`src/rtl/chol_recon_2.sv`:
```
// rtl/chol_recon_2.sv - 2x2 Cholesky reconstruction A = L*L^T on one shared pipelined multiplier
//
// Ports:
//   clk      - clock, all logic on posedge
//   rst      - asynchronous active-high reset
//   clk_en   - global enable; low freezes every register
//   L        - packed factor Q16.16: [31:0]=L11, [63:32]=L21, [95:64]=L22
//   L_valid  - L valid this cycle; sampled only while idle
//   busy     - high from the accepting edge until the A_valid edge
//   A        - packed result Q16.16: [31:0]=A11, [63:32]=A21, [95:64]=A22
//   A_valid  - one-enabled-cycle result pulse; A holds until the next result

module chol_recon_2 #(
    parameter int MULT_LATENCY = 6
) (
    input  logic        clk,
    input  logic        rst,
    input  logic        clk_en,
    input  logic [95:0] L,
    input  logic        L_valid,
    output logic        busy,
    output logic [95:0] A,
    output logic        A_valid
);

    localparam int LATENCY = MULT_LATENCY + 6;
    localparam int CW      = $clog2(MULT_LATENCY + 4) + 1;

    // Counter value seen just before the edge that captures product k.
    localparam logic [CW-1:0] C_ISSUE_LAST = CW'(3);
    localparam logic [CW-1:0] C_P0         = CW'(MULT_LATENCY);
    localparam logic [CW-1:0] C_P1         = CW'(MULT_LATENCY + 1);
    localparam logic [CW-1:0] C_P2         = CW'(MULT_LATENCY + 2);
    localparam logic [CW-1:0] C_P3         = CW'(MULT_LATENCY + 3);

    typedef enum logic [4:0] {
        S_IDLE  = 5'b00001,
        S_ISSUE = 5'b00010,
        S_DRAIN = 5'b00100,
        S_SUM   = 5'b01000,
        S_DONE  = 5'b10000
    } state_t;

    state_t state, state_nxt;

    logic [CW-1:0]      cnt;
    logic [95:0]        l_q;
    logic signed [31:0] op_a;
    logic signed [31:0] op_b;
    logic signed [63:0] prod_comb;
    logic signed [63:0] mult_out;
    logic [31:0]        p2_q;
    logic [31:0]        p3_q;
    logic [31:0]        sum_q;
    logic signed [32:0] sum33;

    // Q32.32 product -> Q16.16, truncated, saturating when bits 63..47 disagree.
    function automatic logic [31:0] sat_prod(input logic [63:0] p);
        if ((&p[63:47]) || !(|p[63:47]))
            return p[47:16];
        else
            return p[63] ? 32'h8000_0000 : 32'h7FFF_FFFF;
    endfunction

    function automatic logic [31:0] sat_sum(input logic [32:0] s);
        if (s[32] == s[31])
            return s[31:0];
        else
            return s[32] ? 32'h8000_0000 : 32'h7FFF_FFFF;
    endfunction

    assign prod_comb = $signed({{32{op_a[31]}}, op_a}) * $signed({{32{op_b[31]}}, op_b});
    assign sum33     = $signed({p2_q[31], p2_q}) + $signed({p3_q[31], p3_q});

    // Multiplier: operand registers plus MULT_LATENCY-1 product stages, so a
    // product loaded at edge Ek is ready to be captured at edge Ek+MULT_LATENCY.
    generate
        if (MULT_LATENCY == 1) begin : g_comb
            assign mult_out = prod_comb;
        end else begin : g_pipe
            logic signed [63:0] pipe [MULT_LATENCY-1];
            always_ff @(posedge clk or posedge rst) begin
                if (rst) begin
                    for (int i = 0; i < MULT_LATENCY - 1; i++) pipe[i] <= '0;
                end else if (clk_en) begin
                    pipe[0] <= prod_comb;
                    for (int i = 1; i < MULT_LATENCY - 1; i++) pipe[i] <= pipe[i-1];
                end
            end
            assign mult_out = pipe[MULT_LATENCY-2];
        end
    endgenerate

    always_ff @(posedge clk or posedge rst) begin
        if (rst)
            state <= S_IDLE;
        else if (clk_en)
            state <= state_nxt;
    end

    always_comb begin
        state_nxt = state;
        case (state)
            S_IDLE:  if (L_valid) state_nxt = S_ISSUE;
            S_ISSUE: if (cnt == C_ISSUE_LAST) state_nxt = S_DRAIN;
            S_DRAIN: if (cnt == C_P3) state_nxt = S_SUM;
            S_SUM:   state_nxt = S_DONE;
            S_DONE:  state_nxt = S_IDLE;
            default: state_nxt = S_IDLE;
        endcase
    end

    always_ff @(posedge clk or posedge rst) begin
        if (rst) begin
            cnt     <= '0;
            l_q     <= '0;
            op_a    <= '0;
            op_b    <= '0;
            p2_q    <= '0;
            p3_q    <= '0;
            sum_q   <= '0;
            busy    <= 1'b0;
            A       <= '0;
            A_valid <= 1'b0;
        end else if (clk_en) begin
            A_valid <= 1'b0;

            case (state)
                S_IDLE: begin
                    if (L_valid) begin
                        l_q  <= L;
                        busy <= 1'b1;
                        cnt  <= '0;
                    end
                end
                S_ISSUE: begin
                    case (cnt[1:0])
                        2'd0: begin op_a <= l_q[31:0];  op_b <= l_q[31:0];  end
                        2'd1: begin op_a <= l_q[63:32]; op_b <= l_q[31:0];  end
                        2'd2: begin op_a <= l_q[63:32]; op_b <= l_q[63:32]; end
                        default: begin op_a <= l_q[95:64]; op_b <= l_q[95:64]; end
                    endcase
                end
                S_SUM: begin
                    sum_q <= sat_sum(sum33);
                end
                S_DONE: begin
                    A[95:64] <= sum_q;
                    A_valid  <= 1'b1;
                    busy     <= 1'b0;
                end
                default: ;
            endcase

            // Product capture is keyed on the job counter rather than the state,
            // so short multiplier latencies may retire products during S_ISSUE.
            if (state == S_ISSUE || state == S_DRAIN) begin
                cnt <= cnt + 1'b1;
                if (cnt == C_P0) A[31:0]  <= sat_prod(mult_out);
                if (cnt == C_P1) A[63:32] <= sat_prod(mult_out);
                if (cnt == C_P2) p2_q     <= sat_prod(mult_out);
                if (cnt == C_P3) p3_q     <= sat_prod(mult_out);
            end
        end
    end

endmodule

```
`config.mk`:
```
export PLATFORM = sky130hd
export DESIGN_NAME = chol_recon_2
export DESIGN_NICKNAME = d
export VERILOG_FILES = /design/src/rtl/chol_recon_2.sv
export SDC_FILE = /design/constraint.sdc
export NUM_CORES = 2
export LEC_CHECK = 0
export ABC_AREA = 1
export CAP_MARGIN = 20
export CORE_MARGIN = 10
export CORE_UTILIZATION = 30
export DETAILED_ROUTE_END_ITERATION = 10
export HOLD_SLACK_MARGIN = 0.08
export SETUP_SLACK_MARGIN = 0.1
export SLEW_MARGIN = 30
export SYNTH_ARGS = -nofsm -noshare
export SYNTH_HDL_FRONTEND = slang
export SYNTH_SLANG_ARGS = --single-unit
```
`constraint.sdc`:
```
create_clock -name clk -period 25.5 [get_ports clk]
set_input_delay 5.1 -clock clk [delete_from_list [all_inputs] [get_ports clk]]
set_output_delay 5.1 -clock clk [all_outputs]
set_load 0.02 [all_outputs]
```
==> summary.md <==
| Metric | Value |
|---|---|
| Status | completed |
| Number of enable flip-flop cells after synthesis | 0 |
| Proportion of layout cells with a drive suffix above 1 | 0.04541 |
| Total wire length | 186,900 um |
| Nature of the critical path endpoint | flip-flop |
| Seq cells post-synth | 604 |
| Synth top area share | 0.3336 |
| Mean Syn Cell Area | 8.185 um2 |
| Final Cycle Share | 0.3276 |
| Num rows | 170 |
| CTS sink count | 604 |
| Slew @ Worst Pin | 1.044 ns |
| Final setup violation count | 0 |
| Synth area leaders | fa_1 (33%), dfrtp_1 (23%), nand2_1 (14%) |
| Routed length on met3 | 12,550 um |
| Post-synthesis net count | 9,332 |
| Highest routed layer | met5 |
| Syn-to-layout area delta | 10.72% |
| Crit path required time | 26.08 ns |
| Asr flop ratio synth | 1.000 |
| GRT Total Usage | 0.1595 |
| Global-route wire length before repair | 302,700 um |
| Crit path to | g_pipe.pipe[311]$_DFFE_PP0P_ |
| Largest net degree at the start of global routing | 151 |
| Fmax | around 0.12 GHz |
| Vias per inst | between 4 and 5 |
| Die area | 235,500 um2 |
| CTS root buf | clkbuf_16 |
| Met2 Wirelength | 87,620 um |
| DR vias | 49,420 |
| Worst-case reg-to-reg path depth | 27 |
| Seq. cell area | approximately 15,000 um2 |
| Min cycle time layout | around 8.4 ns |
| Top Ports | 198 |
| Most frequent cells in the layout | nand2_1 (2,425), inv_1 (1,959), fa_1 (1,082), dfrtp_1 (567), o21ai_0 (315) |
| Area of the multi-input gates | 40,860 um2 |
| Nets | 9,274 |
| Starting density of the core | 0.3020 |
| Synth Warn # | 0 |
| Die height | 485.3 um |
| Synth Cell Area | around 65,000 um2 |
| Initial antenna violation count | 6 |
| Setup crit start kind | flip-flop |
| CTS tree | done |
| First-pass detailed-route iteration total | 7 |
| Critical path startpoint | op_b[12]$_DFFE_PP0P_ |
| Main synth FF type | dfrtp_1 |
| Die extent in x | approximately 490 um |
| Tightest Hold Check Type | reg -> reg |
| Hold path start | g_pipe.pipe[147]$_DFFE_PP0P_ |
| DRT met1 WL | 82,500 um |
| Port-buffer cells | 197 |
| Final Hold Viols | 0 |
| # diodes | 0 |
| Clk_skew | 0.06315 ns |
| Cells after synthesis | 7,934 |
| Library cell with the largest summed area after synthesis | fa_1 |
| Bufs on Longest Clock Path | 3 |
| Yosys cell types | 49 |
| GR Overflow Total | 0 |
| Commonest non-fill, non-tap cell in the layout | nand2_1 |
| Reg clk slew, reported paths | 0.06 ns |
| Wire per inst | 17.36 um |
| Clock Latency Late Sink | 0.68 ns |
| R2R Path Start | op_b[12]$_DFFE_PP0P_ |
| CTS Buf Count | 70 |
| Post-CTS Setup Inserts | 0 |
| CP max FO | 20 |
| Max-cap violations | 0 |
| Sequential area share after synthesis | 0.2328 |
| Kind of critical path | reg -> reg |
| RSZ-0062 raised after global routing | false |
| Slew margin rel. | 0.3038 |
| Crit path DAT | roughly 9 ns |
| Core Area | ~220,000 um2 |
| HPWL Detailed | 146,500 um |
| CTS Hold Bufs | 0 |
| DRT iter0 DRCs | around 3,800 |
| R2r endpoint | g_pipe.pipe[311]$_DFFE_PP0P_ |
| Final antenna-violating net count | 0 |
| PostCTS Resize Cnt | 0 |
| Slew Viols, Final | 0 |
| R2R Setup Slk | 17.15 ns |
| Fillers | 22,340 |
| Setup TNS | 0 ns |
| DRC viols | 0 |
| Vias in the first global route | 53,450 |
| Final GP Congestion | just over 0.9 |
| Hold WS | 0.4285 ns |
| H-Tree Depth | 3 |
==> Yosys cell counts (6+ instances only) <==
cell	instances
a21oi_1	128
fa_1	1082
o211ai_1	33
o22ai_1	32
nand2_2	10
clkbuf_1	336
o21bai_1	23
nand2_1	2427
buf_6	9
o21ai_0	316
nor3_1	19
inv_1	1962
xnor2_1	20
nand4_1	34
dfrtp_1	603
nand3b_1	10
mux2_1	9
buf_1	12
xor2_1	19
nor2_1	214
ha_1	216
buf_2	29
a21oi_2	17
a22oi_1	31
nor4_1	10
o21a_1	61
mux2_2	83
buf_4	6
nand3_1	138
==> routing by layer <==
metal  GRT usage  vias up
met5           0        -
met1      0.2148    24850
met2      0.2674     1518
li1            -    22830
met4     0.03660        4
met3     0.02747      225
==> layout make-up <==
type                            count  area share
Multi-Input combinational cell   4968      0.5683
Inverter                         1970      0.1031
Timing Repair Buffer              262     0.03583
Clock inverter                     29    0.004924
Clock buffer                       95     0.02762
Tap cell                         2838     0.04938
Sequential cell                   604      0.2109
==> metrics by stage <==
step	std cells	area [um2]	util	worst slack (ns)
floorplan	7934	64940	-	3.493
global placement	10640	69410	0.3228	16.40
detailed placement	10640	69510	0.3232	16.63
CTS	10770	71850	0.3341	17.13
global route	10770	71900	0.3344	16.61
finish	10770	71900	0.3344	17.15
==> registers in the layout, indices dropped and copies added, names as in the netlist <==
name,cells
g_pipe.pipe,192
A,96
l_q,96
mult_out,48
op_a,32
op_b,32
p2_q,32
p3_q,32
sum_q,32
cnt,5
state,5
A_valid,1
busy,1
==> critical path, cell delays in order, from the launching register on <==
cell	delay, ns
dfrtp_1	0.93
buf_4	0.36
nand2_1	0.14
fa_1	0.54
fa_1	0.42
fa_1	0.60
inv_1	0.08
fa_1	0.88
inv_1	0.38
fa_1	0.59
inv_1	0.06
fa_1	0.53
inv_1	0.05
fa_1	0.47
inv_1	0.05
fa_1	0.45
ha_1	0.43
nand2_1	0.14
nor2_1	0.21
inv_1	0.09
nor2_1	0.23
nand2_1	0.08
nor4_1	0.17
nand2_1	0.11
nand3_1	0.08
nand2_1	0.05
nand3_1	0.08
nand2_1	0.06
==> worst min path at each step <==
stage,end,cells past startpoint
2_1_floorplan,g_pipe.pipe[225]$_DFFE_PP0P_,2
3_3_place_gp,g_pipe.pipe[239]$_DFFE_PP0P_,2
3_5_place_dp,g_pipe.pipe[170]$_DFFE_PP0P_,2
4_1_cts,g_pipe.pipe[83]$_DFFE_PP0P_,2
5_1_grt,g_pipe.pipe[83]$_DFFE_PP0P_,2
6_report,g_pipe.pipe[83]$_DFFE_PP0P_,2
==> kinds of logic (layout without fill, tap and decap cells) <==
logic type	after synthesis	in the layout	synth area share
mux	92	92	0.01595
fa+ha+maj	1298	1298	0.3752
buf+inv	2362	2356	0.1385
compound gates	651	651	0.05796
xor+xnor	39	39	0.005260
flops	604	604	0.2328
simple gates	2888	2888	0.1744
Power is left out: the tool's default activity adds up to more than one toggle a clock period on the data nets, which glitch-free logic cannot reach.
